--- src/rtl/hex_scroll_ctrl.sv ---
// ---------------------------------------------------------------------------
// hex_scroll_ctrl
//   Lab-board controller that fills a small nibble buffer from the switches
//   and drives it onto the six hex displays, either as a right-justified
//   "load view" (newest entry on HEX0) or as a scrolling "run view".
//
//   hex7_dec (also in this file) is the 0-F seven-segment decoder, one
//   instance per display.
//
// Ports (hex_scroll_ctrl)
//   CLOCK_50   in   1   system clock, all state on the rising edge
//   KEY[0]     in       asynchronous active-low reset
//   KEY[1]     in       active-low push button (synchronised + debounced)
//   SW[3:0]    in       nibble data, sampled on an accepted press
//   SW[8]      in       clear (level)
//   SW[9]      in       run   (level)
//   HEX0..HEX5 out  7   active-low segments, bit0=a .. bit6=g, HEX5 leftmost
//   LEDR[3:0]  out      entry count
//   LEDR[8]    out      in RUN
//   LEDR[9]    out      buffer full
// ---------------------------------------------------------------------------

// Seven-segment decoder: active-low segments, bit0=a .. bit6=g.
//   nib    in  4  hex digit
//   blank  in  1  force all segments off
//   seg    out 7  segment drive
module hex7_dec (
    input  logic [3:0] nib,
    input  logic       blank,
    output logic [6:0] seg
);
    always_comb begin
        // NOTE: every output of a combinational block gets a default first,
        // so no path through the case can leave it unassigned (no latch).
        seg = 7'h7F;
        if (!blank) begin
            case (nib)
                4'h0: seg = 7'h40;
                4'h1: seg = 7'h79;
                4'h2: seg = 7'h24;
                4'h3: seg = 7'h30;
                4'h4: seg = 7'h19;
                4'h5: seg = 7'h12;
                4'h6: seg = 7'h02;
                4'h7: seg = 7'h78;
                4'h8: seg = 7'h00;
                4'h9: seg = 7'h10;
                4'hA: seg = 7'h08;
                4'hB: seg = 7'h03;
                4'hC: seg = 7'h46;
                4'hD: seg = 7'h21;
                4'hE: seg = 7'h06;
                4'hF: seg = 7'h0E;
                default: seg = 7'h7F;
            endcase
        end
    end
endmodule

module hex_scroll_ctrl #(
    parameter int CLK_HZ    = 50_000_000,
    parameter int STEP_HZ   = 2,
    parameter int DEPTH     = 8,        // legal 2..15
    parameter int DB_CYCLES = 250_000
) (
    input  logic       CLOCK_50,
    input  logic [1:0] KEY,
    input  logic [9:0] SW,
    output logic [6:0] HEX0,
    output logic [6:0] HEX1,
    output logic [6:0] HEX2,
    output logic [6:0] HEX3,
    output logic [6:0] HEX4,
    output logic [6:0] HEX5,
    output logic [9:0] LEDR
);
    localparam int DIV = CLK_HZ / STEP_HZ;
    localparam int PW  = (DIV > 1) ? $clog2(DIV) : 1;
    localparam logic [PW-1:0] PRE_LAST = PW'(DIV - 1);

    localparam int DBW = (DB_CYCLES > 1) ? $clog2(DB_CYCLES + 1) : 1;
    localparam logic [DBW-1:0] DB_LAST = DBW'(DB_CYCLES - 1);

    localparam logic [3:0] DEPTH_C = 4'(DEPTH);

    typedef enum logic [1:0] {
        S_IDLE = 2'd0,
        S_LOAD = 2'd1,
        S_RUN  = 2'd2
    } state_t;

    logic clk;
    logic rst_n;
    assign clk   = CLOCK_50;
    assign rst_n = KEY[0];

    // SW[7:4] are not used by this block.
    logic sw_unused;
    assign sw_unused = ^SW[7:4];

    // -----------------------------------------------------------------------
    // Input synchronisers. The button path resets to the "pressed" level so
    // that a button held through reset release is not seen as a new press.
    // -----------------------------------------------------------------------
    logic key_m, key_s;
    logic clr_m, clear;
    logic run_m, run;

    always_ff @(posedge clk or negedge rst_n) begin
        if (!rst_n) begin
            key_m <= 1'b0;
            key_s <= 1'b0;
            clr_m <= 1'b0;
            clear <= 1'b0;
            run_m <= 1'b0;
            run   <= 1'b0;
        end else begin
            key_m <= KEY[1];
            key_s <= key_m;
            clr_m <= SW[8];
            clear <= clr_m;
            run_m <= SW[9];
            run   <= run_m;
        end
    end

    // -----------------------------------------------------------------------
    // Debounce: a new level is accepted on its DB_CYCLES-th consecutive
    // cycle; any return to the accepted level restarts the count.
    // -----------------------------------------------------------------------
    logic           db_level;
    logic [DBW-1:0] db_cnt;
    logic           db_hit;
    logic           push;

    assign db_hit = (key_s != db_level) && (db_cnt == DB_LAST);
    assign push   = db_hit && !key_s;

    always_ff @(posedge clk or negedge rst_n) begin
        if (!rst_n) begin
            db_level <= 1'b0;
            db_cnt   <= '0;
        end else if (key_s == db_level) begin
            db_cnt   <= '0;
        end else if (db_hit) begin
            db_level <= key_s;
            db_cnt   <= '0;
        end else begin
            db_cnt   <= db_cnt + 1'b1;
        end
    end

    // -----------------------------------------------------------------------
    // Control FSM with count / offset / prescaler
    // -----------------------------------------------------------------------
    state_t        state_q, state_d;
    logic [3:0]    count_q, count_d;
    logic [3:0]    offset_q, offset_d;
    logic [PW-1:0] presc_q, presc_d;
    logic          wr_en;

    always_ff @(posedge clk or negedge rst_n) begin
        if (!rst_n) begin
            state_q  <= S_IDLE;
            count_q  <= '0;
            offset_q <= '0;
            presc_q  <= '0;
        end else begin
            state_q  <= state_d;
            count_q  <= count_d;
            offset_q <= offset_d;
            presc_q  <= presc_d;
        end
    end

    always_comb begin
        state_d  = state_q;
        count_d  = count_q;
        offset_d = offset_q;
        presc_d  = presc_q;
        wr_en    = push && (state_q != S_RUN) && !clear && (count_q < DEPTH_C);

        if (wr_en) begin
            count_d = count_q + 4'd1;
        end

        if (clear) begin
            state_d  = S_IDLE;
            count_d  = '0;
            offset_d = '0;
            presc_d  = '0;
        end else begin
            case (state_q)
                S_IDLE: begin
                    if (wr_en) state_d = S_LOAD;
                end
                S_LOAD: begin
                    if (run) begin
                        state_d  = S_RUN;
                        offset_d = '0;
                        presc_d  = '0;
                    end
                end
                S_RUN: begin
                    if (!run) begin
                        state_d  = S_LOAD;
                        offset_d = '0;
                        presc_d  = '0;
                    end else if (presc_q == PRE_LAST) begin
                        // Scroll step; offset wraps by compare, not modulo.
                        presc_d  = '0;
                        offset_d = (offset_q + 4'd1 == count_q) ? 4'd0 : offset_q + 4'd1;
                    end else begin
                        presc_d  = presc_q + 1'b1;
                    end
                end
                default: state_d = S_IDLE;
            endcase
        end
    end

    // -----------------------------------------------------------------------
    // Nibble buffer. Sized to the full 4-bit index space so every index the
    // display logic forms is in range; entries at or above DEPTH are never
    // written.
    // -----------------------------------------------------------------------
    logic [3:0] nib_buf [0:15];

    // NOTE: storage arrays carry no reset; only entries below count are ever
    // shown, so their power-up contents never reach an output.
    always_ff @(posedge clk) begin
        if (wr_en) begin
            nib_buf[count_q] <= SW[3:0];
        end
    end

    // -----------------------------------------------------------------------
    // Display selection (registered below)
    // -----------------------------------------------------------------------
    logic [5:0][3:0] nib_d;
    logic [5:0]      blank_d;
    logic [3:0]      ridx;
    logic [3:0]      lidx;

    always_comb begin
        nib_d   = '0;
        blank_d = '1;
        ridx    = offset_q;
        lidx    = '0;
        case (state_q)
            S_LOAD: begin
                // HEX0 is the newest entry; displays past count stay blank.
                for (int k = 0; k < 6; k++) begin
                    if (4'(k) < count_q) begin
                        lidx       = count_q - 4'd1 - 4'(k);
                        nib_d[k]   = nib_buf[lidx];
                        blank_d[k] = 1'b0;
                    end
                end
            end
            S_RUN: begin
                // NOTE: ridx is a running index reused across iterations,
                // which relies on blocking (=) update order inside this block.
                for (int i = 0; i < 6; i++) begin
                    nib_d[5-i]   = nib_buf[ridx];
                    blank_d[5-i] = 1'b0;
                    ridx         = (ridx + 4'd1 == count_q) ? 4'd0 : ridx + 4'd1;
                end
            end
            default: ;
        endcase
    end

    logic [5:0][3:0] nib_q;
    logic [5:0]      blank_q;
    logic [9:0]      led_q;

    always_ff @(posedge clk or negedge rst_n) begin
        if (!rst_n) begin
            nib_q   <= '0;
            blank_q <= '1;
            led_q   <= '0;
        end else begin
            nib_q   <= nib_d;
            blank_q <= blank_d;
            led_q   <= {count_q == DEPTH_C, state_q == S_RUN, 4'b0000, count_q};
        end
    end

    logic [5:0][6:0] seg;

    for (genvar g = 0; g < 6; g++) begin : g_dec
        hex7_dec u_dec (
            .nib   (nib_q[g]),
            .blank (blank_q[g]),
            .seg   (seg[g])
        );
    end

    assign HEX0 = seg[0];
    assign HEX1 = seg[1];
    assign HEX2 = seg[2];
    assign HEX3 = seg[3];
    assign HEX4 = seg[4];
    assign HEX5 = seg[5];
    assign LEDR = led_q;

endmodule

--- config.mk ---
export PLATFORM = sky130hd
export DESIGN_NAME = hex_scroll_ctrl
export DESIGN_NICKNAME = d
export VERILOG_FILES = /design/src/rtl/hex_scroll_ctrl.sv
export SDC_FILE = /design/constraint.sdc
export NUM_CORES = 1
export LEC_CHECK = 0
export ABC_AREA = 1
export CORE_MARGIN = 4
export CORE_UTILIZATION = 48
export CTS_CLUSTER_SIZE = 14
export DETAILED_ROUTE_END_ITERATION = 6
export GPL_TIMING_DRIVEN = 0
export PLACE_DENSITY = 0.69
export SYNTH_ARGS = -nofsm -noshare
export SYNTH_HDL_FRONTEND = slang
export SYNTH_SLANG_ARGS = --single-unit
--- constraint.sdc ---
create_clock -name CLOCK_50 -period 11.4 [get_ports CLOCK_50]
set_input_delay 2.28 -clock CLOCK_50 [delete_from_list [all_inputs] [get_ports CLOCK_50]]
set_output_delay 2.28 -clock CLOCK_50 [all_outputs]
set_load 0.1 [all_outputs]
==> flow_summary.json, run 1 <==
{
  "clock_latency_ns": 0.46,
  "synth-edff-count": 64,
  "status": "finished, final reports clean",
  "fmax_mhz": 98.89,
  "htree_num_levels": 4,
  "path_common_cell": "nand2_1",
  "hpwl_um": 49830,
  "detail-route-antenna-nets": 0,
  "grtUsageTotal_pct": 39.24,
  "ys_seq_elements": 160,
  "seqCellArea_um2": 4332,
  "synth_cell_types": 53,
  "finalPower_mw": 3.213,
  "cts-root-buf": "clkbuf_16",
  "rsz0062_at_grt": "false",
  "min_period_ns": 10.11,
  "cts_tree": "yes",
  "drtIter0Drc": 2279,
  "routed_wl_um": 66090,
  "die-area_um2": 32870,
  "synth_seq_area_share_pct": 30.05,
  "initial_utilization_pct": 48.64,
  "timing_hold_violations_final": 0,
  "gp_congestion": 1.151,
  "cp-start-kind": "flop",
  "wl_per_cell_um": 24.76,
  "peakVddDrop_v": 0.0001530,
  "clock_sinks": 160,
  "final_cell_mix": "484 x nand2_1, 262 x o21ai_0, 242 x inv_1",
  "core_um2": 29640,
  "fin_tns_setup_ns": 0,
  "setup_slack_ns": 1.288,
  "synth_area_um2": 14420,
  "num-nets-final": 2334,
  "required_ns": 11.78,
  "post-route-util_pct": 54.75,
  "first_pass_iters": 7,
  "die_height_um": 181.3,
  "drv_slew": 0,
  "slowest_stage": "a21oi_1",
  "placedCellCount": 2635,
  "finalSetupViolCount": 0,
  "async_reset_ff_share_pct": 60.00,
  "maxCapViolCount": 0,
  "io_pins": 65,
  "io_buffers": 56,
  "finalCritPeriodShare_pct": 88.70,
  "cts_max_path_buffers": 2,
  "fin_skew_ns": 0.009741,
  "grt_pass1_vias": 15420,
  "critical_path_class": "reg2reg",
  "rows": 63,
  "grt.overflow.total": 0,
  "multi_input_comb_area_um2": 8673,
  "clk_pin_slew_ns": 0.07,
  "cts_resized": 0,
  "synthCells": 2153,
  "drive_gt1_share_pct": 5.226,
  "vias": 16810,
  "grt_antenna_before_repair": 4,
  "numCtsBuffers": 17,
  "fillers": 2920,
  "p_leak_nw": 6.736,
  "grt_max_degree": 74,
  "worstMarginPinSlew_ns": 1.437,
  "crit_path_end_kind": "flop",
  "drt-vias-per-instance": 6.296,
  "hp-class": "reg2reg",
  "post-cts-setup-buffers": 0,
  "critPathMaxStageDelay_ns": 0.59,
  "synth_ff_type": "dfrtp_1",
  "layout_commonest_cell": "nand2_1",
  "drc": 0,
  "crit_path_max_fanout": 10,
  "synth.avg_cell_area_um2": 6.696,
  "finalNonFillerCells": 2669,
  "max_slew_margin_pct": 3.476,
  "grt_pass1_wl_um": 96730,
  "post-place-ws_ns": 1.593,
  "synth_warnings": 0,
  "area.growth.synth_to_final_pct": 12.55,
  "die_w_um": 181.3,
  "postCtsHoldBufs": 0,
  "power.density_nw_per_um2": 198.0,
  "cp.arrival_ns": 10.49
}
[Yosys cell counts (all sizes together), types with 21 or more instances]
library cell,number,share of area [%]
nor3,37,1.3
nor2,119,3.3
nand3,195,6.8
a21oi,175,6.1
nand2,512,14
o211ai,66,3.4
a221oi,25,1.5
o311ai,21,1.3
edfxtp,64,13
buf,32,1.3
o21ai,262,9.1
clkbuf,93,2.4
inv,259,6.8
ha,57,4.9
dfrtp,90,16
[worst max-delay path, delay by kind of cell, from the launching register on]
kind / cells / cell delay [ns]
xor gates and xnor gates: 3 / 0.50
and+or+nand+nor: 23 / 2.81
AOI/OAI and AO/OA: 5 / 1.11
buffers and inverters: 14 / 3.35
DFF: 1 / 0.58
adders and majority gates: 4 / 1.62
[area by class of cell]
class	count	area share [%]
antenna	2	0.03085
clock buffer	17	2.622
timing repair buffer	57	3.609
multi-input combinational	1639	53.45
buffer	125	3.339
sequential	160	26.70
tap	390	3.007
inverter	264	6.169
clock inverter	15	1.072
[final timing paths]
check                      slack (ns)           to  cells after the start   startpoint
hold reg to reg                  0.35        key_s                      0        key_m
hold / removal                   0.35        key_s                      0        key_m
setup reg to reg                 1.29     nib_q[0]                     49  offset_q[3]
setup / recovery                 1.29     nib_q[0]                     49  offset_q[3]
max in group asynchronous        8.97   blank_q[5]                      2       KEY[0]
min in group asynchronous        1.71  presc_q[16]                      1       KEY[0]
[routing by layer]
layer  vias to the layer above  track usage, %  wire length, um
met5                         -               0               21
met4                         4           26.24             5604
met3                       302           14.37             9034
met2                      1184           56.84            26950
met1                      7712           48.79            24470
li1                       7603               -                -
[registers in the layout (all words and copies together) (netlist names), 2 cells and up]
register,flops
offset_q,4
nib_q,24
count_q,4
LEDR,6
nib_buf,64
state_q,2
presc_q,25
blank_q,6
db_cnt,18
[power by group]
| part | leakage (nW) | switching (mW) | internal, mW |
|---|---|---|---|
| Combinational | 4.54 | 1.41 | 0.516 |
| Clock | 0.295 | 0.256 | 0.330 |
| Sequential | 1.90 | 0.0551 | 0.641 |
| Total | 6.74 | 1.73 | 1.49 |
[cells by family after synthesis]
logic type,Yosys count,share of synthesized area [%]
compound gates,626,25.69
xor+xnor,15,0.9113
fa+ha+maj,57,4.947
buf+inv,389,10.70
flops,160,30.05
mux,4,0.2777
other cells,1,0.02601
simple gates,901,27.40
[through the flow]
stage / area, um^2 / hold WS [ns]
after global routing: 16220 / 0.3609
after detailed placement: 15620 / 0.3355
after CTS: 16220 / 0.3504
final: 16230 / 0.3483
after global placement: 15600 / 0.3342
after floorplan: 14550 / 0.3312
(Power assumes the default switching activity.)
==> inputs of run 2 (changes only) <==
==> constraint.sdc (replaced) <==
create_clock -name CLOCK_50 -period 11.4 [get_ports CLOCK_50]
set_input_delay 1.14 -clock CLOCK_50 [delete_from_list [all_inputs] [get_ports CLOCK_50]]
set_output_delay 1.14 -clock CLOCK_50 [all_outputs]
set_load 0.1 [all_outputs]
==> results of run 2 <==
The final DEF is identical to that of run 1. Status: finished, final reports clean.
==> inputs of run 3 (changes only) <==
CORE_UTILIZATION = 65   (was 48)
GPL_TIMING_DRIVEN = not set   (was 0)
PLACE_DENSITY = 0.88   (was 0.69)
clock period = 12.33 ns   (was 11.4 ns; I/O delays follow)
==> flow_summary.json, run 3 (synthesis gave the netlist of run 1 again) <==
{
  "violations": "design-rule violations",
  "critical_path_class": "reg2reg",
  "grt_max_degree": 122,
  "numCtsBuffers": 17,
  "clk_pin_slew_ns": 0.07,
  "num-nets-final": 2220,
  "gp_congestion": 1.074,
  "slowest_stage": "nand2_2",
  "cts_resized": 0,
  "reg_top3": "nib_buf (64), presc_q (25), nib_q (24)",
  "cp-start-kind": "flop",
  "p_leak_nw": 6.557,
  "crit_path_end_kind": "flop",
  "power.density_nw_per_um2": 181.9,
  "required_ns": 12.63,
  "drc": 2,
  "first_pass_iters": 7,
  "cts_tree": "yes",
  "fillers": 1802,
  "crit_path_max_fanout": 70,
  "area.growth.synth_to_final_pct": 8.436,
  "fin_tns_setup_ns": 0,
  "rows": 54,
  "post-cts-setup-buffers": 0,
  "max_flop_register": "nib_buf",
  "clock_sinks": 160,
  "fin_skew_ns": 0.02141,
  "peakVddDrop_v": 0.0002140,
  "core_um2": 21820,
  "finalSetupViolCount": 0,
  "drt-vias-per-instance": 6.450,
  "grt_pass1_wl_um": 73660,
  "final_cell_mix": "483 x nand2_1, 262 x o21ai_0, 242 x inv_1",
  "drv_slew": 0,
  "wl_per_cell_um": 19.14,
  "postCtsHoldBufs": 0,
  "drive_gt1_share_pct": 5.224,
  "cts-root-buf": "clkbuf_16",
  "drtIter0Drc": 2593,
  "maxCapViolCount": 0,
  "min_period_ns": 10.33,
  "detail-route-antenna-nets": 0,
  "diodes": 0,
  "grt_antenna_before_repair": 0,
  "grt_pass1_vias": 13950,
  "vias": 15760,
  "critPathMaxStageDelay_ns": 0.76,
  "path_common_cell": "nand2_1",
  "layout_commonest_cell": "nand2_1",
  "die_height_um": 156.9,
  "finalCritPeriodShare_pct": 83.81,
  "timing_hold_violations_final": 0,
  "hpwl_um": 34900,
  "cp-startpoint": "offset_q[0]",
  "largest_reg_flops": 64,
  "die_w_um": 156.9,
  "cts_max_path_buffers": 2,
  "hp-class": "reg2reg",
  "worstMarginPinSlew_ns": 1.254,
  "fmax_mhz": 96.77,
  "routed_wl_um": 46750,
  "hold_start": "run_m",
  "io_pins": 65,
  "htree_num_levels": 4,
  "timing.rr.start": "offset_q[0]",
  "initial_utilization_pct": 66.06,
  "status": "complete, but fails checks",
  "die-area_um2": 24630,
  "io_buffers": 56,
  "rsz0062_at_grt": "false",
  "max_slew_margin_pct": 15.32,
  "grt.overflow.total": 0,
  "clock_latency_ns": 0.45,
  "finalPower_mw": 2.844,
  "grtUsageTotal_pct": 37.54,
  "cp.arrival_ns": 10.64
}
run 3: cell count changes in the layout (fill, tap and decap cells not counted), moves of 2 or more:
cell and delta:
buf_4 +2, buf_2 -10, buf_6 -3, diode_2 -2, inv_8 -2, clkbuf_1 -93
buf_1 -9
run 3: worst paths after layout:
check	cells past startpoint	slack, ns	end
max in group asynchronous	2	10.40	count_q[0]
worst min-delay path	0	0.35	run
worst max register to register	47	2.00	nib_q[0]
worst max-delay path	47	2.00	nib_q[0]
min in group asynchronous	1	0.68	presc_q[12]
worst min register to register	0	0.35	run
run 3: area by class of cell:
type	count	area (um^2)	share of cell area [%]
Clock inverter	13	140.1	0.8964
Inverter	264	1001	6.403
Clock buffer	19	464.2	2.969
Timing Repair Buffer	68	648.1	4.146
Multi-Input combinational cell	1639	8693	55.61
Tap cell	280	350.3	2.241
Sequential cell	160	4335	27.73
run 3: metrics by stage:
step	setup WS [ns]	cell area [um^2]	hold WS, ns	cells	utilization, %
global route	1.430	15630	0.3643	2443	71.63
global placement	2.577	15030	0.3343	2411	68.86
CTS	2.354	15630	0.3544	2443	71.63
detailed placement	2.414	15030	0.3394	2411	68.86
floorplan	4.868	14550	0.3312	2188	-
finish	1.996	15630	0.3545	2443	71.63
run 3: worst max-delay path: cells and delay by family, from the launching register on:
kind | cells | cell delay [ns]
and+or+nand+nor | 27 | 4.26
DFF | 1 | 0.36
AOI/OAI and AO/OA | 4 | 0.82
adders and majority gates | 4 | 1.88
xor gates and xnor gates | 3 | 0.61
buffers and inverters | 9 | 2.20
run 3: layer usage:
metal  global-route usage [%]  wire, um  vias up  share of wire, %
met5                        0         0        -                 0
met3                    10.37      6111      171                13
met2                    57.65     20400     1055                44
li1                         -         -     7358                 -
met1                    50.48     18360     7173                39
met4                    15.29      1876        0               4.0
run 3: where the power goes:
part / total [mW] / leakage, nW / internal (mW) / switching [mW]
Sequential: 0.637 / 1.90 / 0.592 / 0.0453
Combinational: 1.66 / 4.36 / 0.451 / 1.21
Clock: 0.546 / 0.302 / 0.303 / 0.243
Total: 2.84 / 6.56 / 1.35 / 1.50
